[src/rtl/axi_rt_bw_pkg.sv]
// Shared definitions for the AXI real-time bandwidth regulator: refill modes
// and the byte-cost helper used by every channel gate.
package axi_rt_bw_pkg;

    typedef enum logic {
        ModeRefill     = 1'b0,
        ModeAccumulate = 1'b1
    } carry_mode_e;

    // The largest legal burst (256 beats of 128 bytes) needs exactly 16 bits.
    localparam int unsigned CostWidth = 16;

    function automatic logic [CostWidth-1:0] byteCost(input logic [7:0] len, input logic [2:0] size);
        logic [CostWidth-1:0] beats;
        beats = CostWidth'(len) + CostWidth'(1);
        return beats << size;
    endfunction

endpackage

[src/rtl/axi_rt_bw_chan.sv]
// One regulated address channel: byte cost, remaining budget, and the
// grant latch that keeps valid stable once it has been offered downstream.
module axi_rt_bw_chan
    import axi_rt_bw_pkg::*;
#(
    parameter int unsigned BudgetWidth = 32,
    parameter int          CarryOver   = 0
) (
    input  logic                   clk_i,
    input  logic                   rst_i,
    input  logic                   enable_i,
    input  logic                   refill_i,
    input  logic [BudgetWidth-1:0] budget_i,
    input  logic                   cfg_load_i,
    input  logic [BudgetWidth-1:0] cfg_budget_i,
    input  logic                   valid_i,
    output logic                   ready_o,
    input  logic [7:0]             len_i,
    input  logic [2:0]             size_i,
    output logic                   valid_o,
    input  logic                   ready_i,
    output logic [BudgetWidth-1:0] left_o,
    output logic                   blocked_o
);

    localparam int unsigned WideWidth = ((BudgetWidth > CostWidth) ? BudgetWidth : CostWidth) + 1;
    localparam logic [WideWidth-1:0] AllOnes = {{(WideWidth - BudgetWidth){1'b0}}, {BudgetWidth{1'b1}}};

    logic [BudgetWidth-1:0] left_q, left_d;
    logic                   granted_q, granted_d;
    logic [WideWidth-1:0]   costWide;
    logic [BudgetWidth-1:0] cost;
    logic [BudgetWidth-1:0] refillVal;
    logic [BudgetWidth-1:0] base;
    logic                   allowed;
    logic                   handshake;

    axi_rt_bw_regulator_chan #(
        .BudgetWidth (BudgetWidth),
        .CarryOver   (CarryOver)
    ) u_refill (
        .left_i   (left_q),
        .budget_i (budget_i),
        .refill_o (refillVal)
    );

    always_comb begin
        costWide  = WideWidth'(byteCost(len_i, size_i));
        cost      = (costWide > AllOnes) ? {BudgetWidth{1'b1}} : costWide[BudgetWidth-1:0];
        allowed   = !enable_i || granted_q || (left_q >= cost);
        valid_o   = valid_i & allowed;
        ready_o   = ready_i & allowed;
        handshake = valid_o & ready_i;
        blocked_o = enable_i & valid_i & !allowed;
        left_o    = left_q;
    end

    // A config load overrides everything, including a same-cycle refill or consumption.
    always_comb begin
        base      = refill_i ? refillVal : left_q;
        left_d    = left_q;
        granted_d = granted_q;
        if (cfg_load_i) begin
            left_d = cfg_budget_i;
        end else if (enable_i) begin
            left_d = base;
            if (handshake) begin
                left_d = (base > cost) ? (base - cost) : '0;
            end
        end
        if (handshake) begin
            granted_d = 1'b0;
        end else if (valid_o && !ready_i) begin
            granted_d = 1'b1;
        end
    end

    always_ff @(posedge clk_i) begin
        if (rst_i) begin
            left_q    <= '0;
            granted_q <= 1'b0;
        end else begin
            left_q    <= left_d;
            granted_q <= granted_d;
        end
    end

endmodule

[src/rtl/axi_rt_bw_regulator_chan.sv]
// Compatibility note: the channel gate lives in axi_rt_bw_chan.sv; this file
// only provides the budget-refill helper shared by both channel directions.
module axi_rt_bw_regulator_chan
    import axi_rt_bw_pkg::*;
#(
    parameter int unsigned BudgetWidth = 32,
    parameter int          CarryOver   = 0
) (
    input  logic [BudgetWidth-1:0] left_i,
    input  logic [BudgetWidth-1:0] budget_i,
    output logic [BudgetWidth-1:0] refill_o
);

    localparam int unsigned WideWidth = BudgetWidth + 1;
    localparam logic [WideWidth-1:0] AllOnes = {1'b0, {BudgetWidth{1'b1}}};

    logic [WideWidth-1:0] sumWide;
    logic [WideWidth-1:0] capWide;
    logic [WideWidth-1:0] minWide;

    // Accumulating refill is capped at twice the budget and then clipped to the counter width.
    always_comb begin
        sumWide = WideWidth'(left_i) + WideWidth'(budget_i);
        capWide = WideWidth'(budget_i) << 1;
        minWide = (sumWide < capWide) ? sumWide : capWide;
        if (CarryOver == int'(ModeAccumulate)) begin
            refill_o = (minWide > AllOnes) ? {BudgetWidth{1'b1}} : minWide[BudgetWidth-1:0];
        end else begin
            refill_o = budget_i;
        end
    end

endmodule

[src/rtl/axi_rt_bw_regulator.sv]
// Per-manager AXI AW/AR bandwidth regulator: each manager gets its own read and
// write byte budget refilled on a private period counter.
module axi_rt_bw_regulator
    import axi_rt_bw_pkg::*;
#(
    parameter int unsigned NumManagers = 2,
    parameter int unsigned BudgetWidth = 32,
    parameter int unsigned PeriodWidth = 32,
    parameter int          CarryOver   = 0,
    localparam int unsigned IdxWidth   = (NumManagers > 1) ? $clog2(NumManagers) : 1
) (
    input  logic                                    clk_i,
    input  logic                                    rst_i,
    input  logic [NumManagers-1:0]                  aw_valid_i,
    output logic [NumManagers-1:0]                  aw_ready_o,
    input  logic [NumManagers-1:0][7:0]             aw_len_i,
    input  logic [NumManagers-1:0][2:0]             aw_size_i,
    output logic [NumManagers-1:0]                  aw_valid_o,
    input  logic [NumManagers-1:0]                  aw_ready_i,
    input  logic [NumManagers-1:0]                  ar_valid_i,
    output logic [NumManagers-1:0]                  ar_ready_o,
    input  logic [NumManagers-1:0][7:0]             ar_len_i,
    input  logic [NumManagers-1:0][2:0]             ar_size_i,
    output logic [NumManagers-1:0]                  ar_valid_o,
    input  logic [NumManagers-1:0]                  ar_ready_i,
    input  logic                                    cfg_we_i,
    input  logic [IdxWidth-1:0]                     cfg_idx_i,
    input  logic                                    cfg_enable_i,
    input  logic [BudgetWidth-1:0]                  cfg_w_budget_i,
    input  logic [BudgetWidth-1:0]                  cfg_r_budget_i,
    input  logic [PeriodWidth-1:0]                  cfg_period_i,
    output logic [NumManagers-1:0][BudgetWidth-1:0] w_left_o,
    output logic [NumManagers-1:0][BudgetWidth-1:0] r_left_o,
    output logic [NumManagers-1:0]                  isolated_o
);

    logic [NumManagers-1:0]                  enable_q, enable_d;
    logic [NumManagers-1:0][BudgetWidth-1:0] wBudget_q, wBudget_d;
    logic [NumManagers-1:0][BudgetWidth-1:0] rBudget_q, rBudget_d;
    logic [NumManagers-1:0][PeriodWidth-1:0] period_q, period_d;
    logic [NumManagers-1:0][PeriodWidth-1:0] periodCnt_q, periodCnt_d;
    logic [NumManagers-1:0][PeriodWidth-1:0] lastCount;
    logic [NumManagers-1:0]                  cfgHit;
    logic [NumManagers-1:0]                  refill;
    logic [NumManagers-1:0]                  awBlocked;
    logic [NumManagers-1:0]                  arBlocked;

    // A programmed period of zero behaves like one: refill on every cycle.
    always_comb begin
        for (int m = 0; m < NumManagers; m++) begin
            cfgHit[m]    = cfg_we_i && (cfg_idx_i == IdxWidth'(m));
            lastCount[m] = (period_q[m] == '0) ? '0 : (period_q[m] - 1'b1);
            refill[m]    = enable_q[m] && (periodCnt_q[m] == lastCount[m]);
        end
    end

    always_comb begin
        enable_d    = enable_q;
        wBudget_d   = wBudget_q;
        rBudget_d   = rBudget_q;
        period_d    = period_q;
        periodCnt_d = periodCnt_q;
        for (int m = 0; m < NumManagers; m++) begin
            if (cfgHit[m]) begin
                enable_d[m]    = cfg_enable_i;
                wBudget_d[m]   = cfg_w_budget_i;
                rBudget_d[m]   = cfg_r_budget_i;
                period_d[m]    = cfg_period_i;
                periodCnt_d[m] = '0;
            end else if (enable_q[m]) begin
                periodCnt_d[m] = refill[m] ? '0 : (periodCnt_q[m] + 1'b1);
            end
        end
    end

    always_ff @(posedge clk_i) begin
        if (rst_i) begin
            enable_q    <= '0;
            wBudget_q   <= '0;
            rBudget_q   <= '0;
            period_q    <= '0;
            periodCnt_q <= '0;
        end else begin
            enable_q    <= enable_d;
            wBudget_q   <= wBudget_d;
            rBudget_q   <= rBudget_d;
            period_q    <= period_d;
            periodCnt_q <= periodCnt_d;
        end
    end

    for (genvar m = 0; m < NumManagers; m++) begin : gen_mgr
        axi_rt_bw_chan #(
            .BudgetWidth (BudgetWidth),
            .CarryOver   (CarryOver)
        ) u_aw (
            .clk_i        (clk_i),
            .rst_i        (rst_i),
            .enable_i     (enable_q[m]),
            .refill_i     (refill[m]),
            .budget_i     (wBudget_q[m]),
            .cfg_load_i   (cfgHit[m]),
            .cfg_budget_i (cfg_w_budget_i),
            .valid_i      (aw_valid_i[m]),
            .ready_o      (aw_ready_o[m]),
            .len_i        (aw_len_i[m]),
            .size_i       (aw_size_i[m]),
            .valid_o      (aw_valid_o[m]),
            .ready_i      (aw_ready_i[m]),
            .left_o       (w_left_o[m]),
            .blocked_o    (awBlocked[m])
        );

        axi_rt_bw_chan #(
            .BudgetWidth (BudgetWidth),
            .CarryOver   (CarryOver)
        ) u_ar (
            .clk_i        (clk_i),
            .rst_i        (rst_i),
            .enable_i     (enable_q[m]),
            .refill_i     (refill[m]),
            .budget_i     (rBudget_q[m]),
            .cfg_load_i   (cfgHit[m]),
            .cfg_budget_i (cfg_r_budget_i),
            .valid_i      (ar_valid_i[m]),
            .ready_o      (ar_ready_o[m]),
            .len_i        (ar_len_i[m]),
            .size_i       (ar_size_i[m]),
            .valid_o      (ar_valid_o[m]),
            .ready_i      (ar_ready_i[m]),
            .left_o       (r_left_o[m]),
            .blocked_o    (arBlocked[m])
        );

        assign isolated_o[m] = awBlocked[m] | arBlocked[m];
    end

endmodule

[config.mk]
export PLATFORM = sky130hd
export DESIGN_NAME = axi_rt_bw_regulator
export DESIGN_NICKNAME = d
export VERILOG_FILES = /design/src/rtl/axi_rt_bw_pkg.sv /design/src/rtl/axi_rt_bw_chan.sv /design/src/rtl/axi_rt_bw_regulator_chan.sv /design/src/rtl/axi_rt_bw_regulator.sv
export SDC_FILE = /design/constraint.sdc
export NUM_CORES = 2
export LEC_CHECK = 0
export CORE_MARGIN = 5
export CORE_UTILIZATION = 59
export CTS_BUF_LIST = sky130_fd_sc_hd__clkbuf_16
export DETAILED_ROUTE_END_ITERATION = 8
export GPL_TIMING_DRIVEN = 0
export PLACE_DENSITY = 0.82
export REMOVE_ABC_BUFFERS = 1
export SLEW_MARGIN = 10
export SYNTH_ARGS = -nofsm -noshare
export SYNTH_HDL_FRONTEND = slang
export SYNTH_SLANG_ARGS = --single-unit
[constraint.sdc]
create_clock -name clk_i -period 8.9 [get_ports clk_i]
set_input_delay 1.335 -clock clk_i [delete_from_list [all_inputs] [get_ports clk_i]]
set_output_delay 1.335 -clock clk_i [all_outputs]
set_load 0.01 [all_outputs]
==> out/results.ini <==
[worst_setup_path]
path_class = reg -> reg
crit_path_end_kind = flip-flop
worst_ep_arrival_time_ps = 8890
cp_slowest_stage_delay_ps = 740
cp_top_family = simple AND/OR/NAND/NOR gates
required_ps = 9370
cp_max_fo = 43
worstSetupStartpointType = flip-flop
worstPathBufferInverterCount = 2
cp_slowest_cell = or4b_2

[timing]
timing.fmax_mhz = 118.6
post-route-period-util = 0.9471
skew_ps = 23.63
setup_viol = 0
fin_crit_ps = 8429
worst_slew_pin_slew_ps = 1236
finalMaxSlewViolations = 0
relSlewSlack = 0.1727
hold_viol = 0

[die]
die_w_um = 231.1
core_um2 = 48650
start_util = 0.5927
row_count = 81
die_y_um = 231.1
ios = 291
dieArea_um2 = 53390

[synthesis]
synth_seq_cells = 390
yosys.area_share.simple = 0.2625
avgSynthCellArea_um2 = 7.506
async_flop_share = 0
syn-cell-area_um2 = 28830
synth_fa_ha_area_frac = 0.06180
ys_warn_count = 0
synth-compound-area-share = 0.2153
post_synth_num_cell_types = 89
seq_area_frac_synth = 0.2708
synth_xor_area_frac = 0.08167
muxShareOfSynthArea = 0.06379
synthFlopType = dfxtp_1
synth_edf_count = 0
synth_cells = 3841
synth_top_family_by_area = simple AND/OR/NAND/NOR gates

[placement]
io_buffers = 290
placedInstanceArea_um2 = 32000
hpwl_um = 68040
place_congestion = 0.9678

[final_layout]
fillers = 4119
multi_input_area_um2 = 19890
drive_above_1_share = 0.06090
nets = 4248
seq_area_um2 = 7809
post-route-cell-area_um2 = 33650
areaGrowthSynthToFinish_pct = 16.72

[grt]
grt-ovfl-total = 0
grt_use_total = 0.3301
grt_pass1_wl_um = 145500
grt_max_degree = 142
antenna_found_initial = 8
grt_pass1_vias = 27150

[clocking]
cts_resized = 0
holdBufCountCts = 0
cts_sinks = 390
cts_setup_buffers = 0
cts_tree = built
htreeDepth = 2
clk_path_buf_depth = 3
cts_made_buffers = 45
clkTransAtPathRegs_ps = 60
clkLatencyLatePin_ps = 590
root_buffer = clkbuf_16

[power]
powerDensity_nw_per_um2 = 163.5
power.leakage_uw = 0.01255
peakVddDrop_mv = 0.1618
total_power_uw = 5501

[drt]
finalWirelength_um = 93960
firstDrtPassIters = 7
drtAntennaViolNets = 0
vias_per_cell = 6.401
route.detailed.wl_per_inst_um = 20.34
drc = 0
drt_iter0_markers = 2872
dr_total_vias = 29570

[run]
drv_cap = 0

[status]
status = complete, no violations

[worst_hold_path]
hold_class = reg -> reg

==> placed cells by master (no fill, tap or decap), types with 47 or more instances in the layout <==
cell type | Yosys | layout
nand3_1 | 74 | 74
dfxtp_1 | 390 | 389
nor2_1 | 341 | 335
ha_1 | 136 | 136
inv_1 | 67 | 75
nand2_1 | 659 | 657
nand4_1 | 58 | 58
a21oi_1 | 347 | 347
xnor2_1 | 138 | 138
nor3_1 | 103 | 102
mux2i_1 | 96 | 96
o21ai_0 | 132 | 132
clkbuf_16 | 0 | 47
nor4_1 | 54 | 52
xor2_1 | 123 | 123
or3_1 | 48 | 48
mux2_2 | 77 | 77
clkdlybuf4s50_1 | 0 | 289
==> synthesized netlist by cell type (all sizes together), types with 10 or more instances <==
master | instances | area, um2
mux2 | 78 | 878.3
and3 | 29 | 181.4
nor3 | 103 | 515.5
buf | 52 | 281.5
mux2i | 96 | 960.9
nor2b | 36 | 225.2
nand2 | 659 | 2474
nand2b | 42 | 262.8
nand4 | 58 | 362.9
nor4 | 63 | 476.7
a211o | 16 | 140.1
o21ai | 132 | 660.6
a31oi | 45 | 281.5
nand3 | 74 | 370.4
o31ai | 15 | 112.6
a21o | 41 | 307.8
nand3b | 10 | 75.07
ha | 136 | 1702
a221oi | 20 | 175.2
o22ai | 28 | 175.2
a222oi | 28 | 280.3
nor2 | 341 | 1280
nor3b | 11 | 82.58
o211ai | 36 | 275.3
clkbuf | 195 | 732.0
a211oi | 46 | 350.3
xor2 | 123 | 1077
o21bai | 14 | 105.1
or2 | 26 | 162.7
a21oi | 347 | 1737
inv | 67 | 251.5
o21a | 23 | 172.7
and2 | 28 | 175.2
dfxtp | 390 | 7807
a22oi | 18 | 135.1
or4 | 33 | 247.7
xnor2 | 138 | 1209
a22o | 15 | 131.4
or3 | 48 | 300.3
and4 | 14 | 122.6
a311oi | 22 | 192.7
a21boi | 29 | 217.7
==> report_power, final <==
part	switching, uW	internal, uW	total, uW
combinational	916	683	1600
sequential	111	1830	1940
clock	797	1170	1960
==> sequential cells by signal, summed over array words and instances, names as in the netlist <==
signal / cells
enable_q: 2
gen_mgr.u_ar.granted_q: 2
gen_mgr.u_ar.left_o: 64
gen_mgr.u_aw.granted_q: 2
gen_mgr.u_aw.left_o: 64
periodCnt_q: 64
period_q: 64
rBudget_q: 64
wBudget_q: 64
==> worst paths after layout <==
path / start / to / slack, ps / cells after the start
max: period_q[5]$_SDFFE_PP0P_ / gen_mgr[0].u_aw.left_o[22]$_SDFFE_PP0P_ / 470 / 25
min: rBudget_q[4]$_SDFFE_PP0P_ / rBudget_q[4]$_SDFFE_PP0P_ / 450 / 2
max reg2reg: period_q[5]$_SDFFE_PP0P_ / gen_mgr[0].u_aw.left_o[22]$_SDFFE_PP0P_ / 470 / 25
min reg2reg: rBudget_q[4]$_SDFFE_PP0P_ / rBudget_q[4]$_SDFFE_PP0P_ / 450 / 2
==> layout make-up <==
cell class,count,share of cell area
Multi-Input combinational cell,3137,0.5911
Antenna cell,8,0.0005949
Clock buffer,47,0.03495
Tap cell,622,0.02313
Sequential cell,390,0.2321
Inverter,69,0.007697
Timing Repair Buffer,312,0.09935
Clock inverter,35,0.01112
==> worst reg2reg max path, delay by kind of cell (launching register included) <==
kind,cells,cell delay [ps]
compound gates,10,2080
fa+ha+maj,2,590
simple gates,8,3980
buf+inv,2,360
mux,2,720
flops,1,440
xor+xnor,1,140
==> metal layers <==
layer  vias up  global-route usage  wire [um]
met5         -                   0         43
met4         6              0.1462       4226
met3       252             0.07338       9469
met2      1359              0.5094      41130
met1     13840              0.4450      39090
li1      14120                   -          -
==> kinds of logic (layout without fill, tap and decap cells) <==
family                     Yosys count  in the layout
DFF                                390            390
muxes                              174            174
adders and majority gates          140            140
AOI/OAI and AO/OA                  956            956
and+or+nand+nor                   1601           1603
other                                0              8
xor gates and xnor gates           264            264
buffers and inverters              316            463
==> per-stage QoR <==
stage	hold slack, ps	util	setup slack (ps)	setup TNS (ps)	instances
global route	467.8	0.6916	-17.90	-17.90	4618
global placement	438.5	0.6475	-7770	-1238270	4506
floorplan	426.8	-	306.6	0	3594
CTS	455.0	0.6897	139.1	0	4610
detailed placement	446.1	0.6578	154.2	0	4528
finish	452.7	0.6917	470.9	0	4620
(Power assumes the default switching activity.)
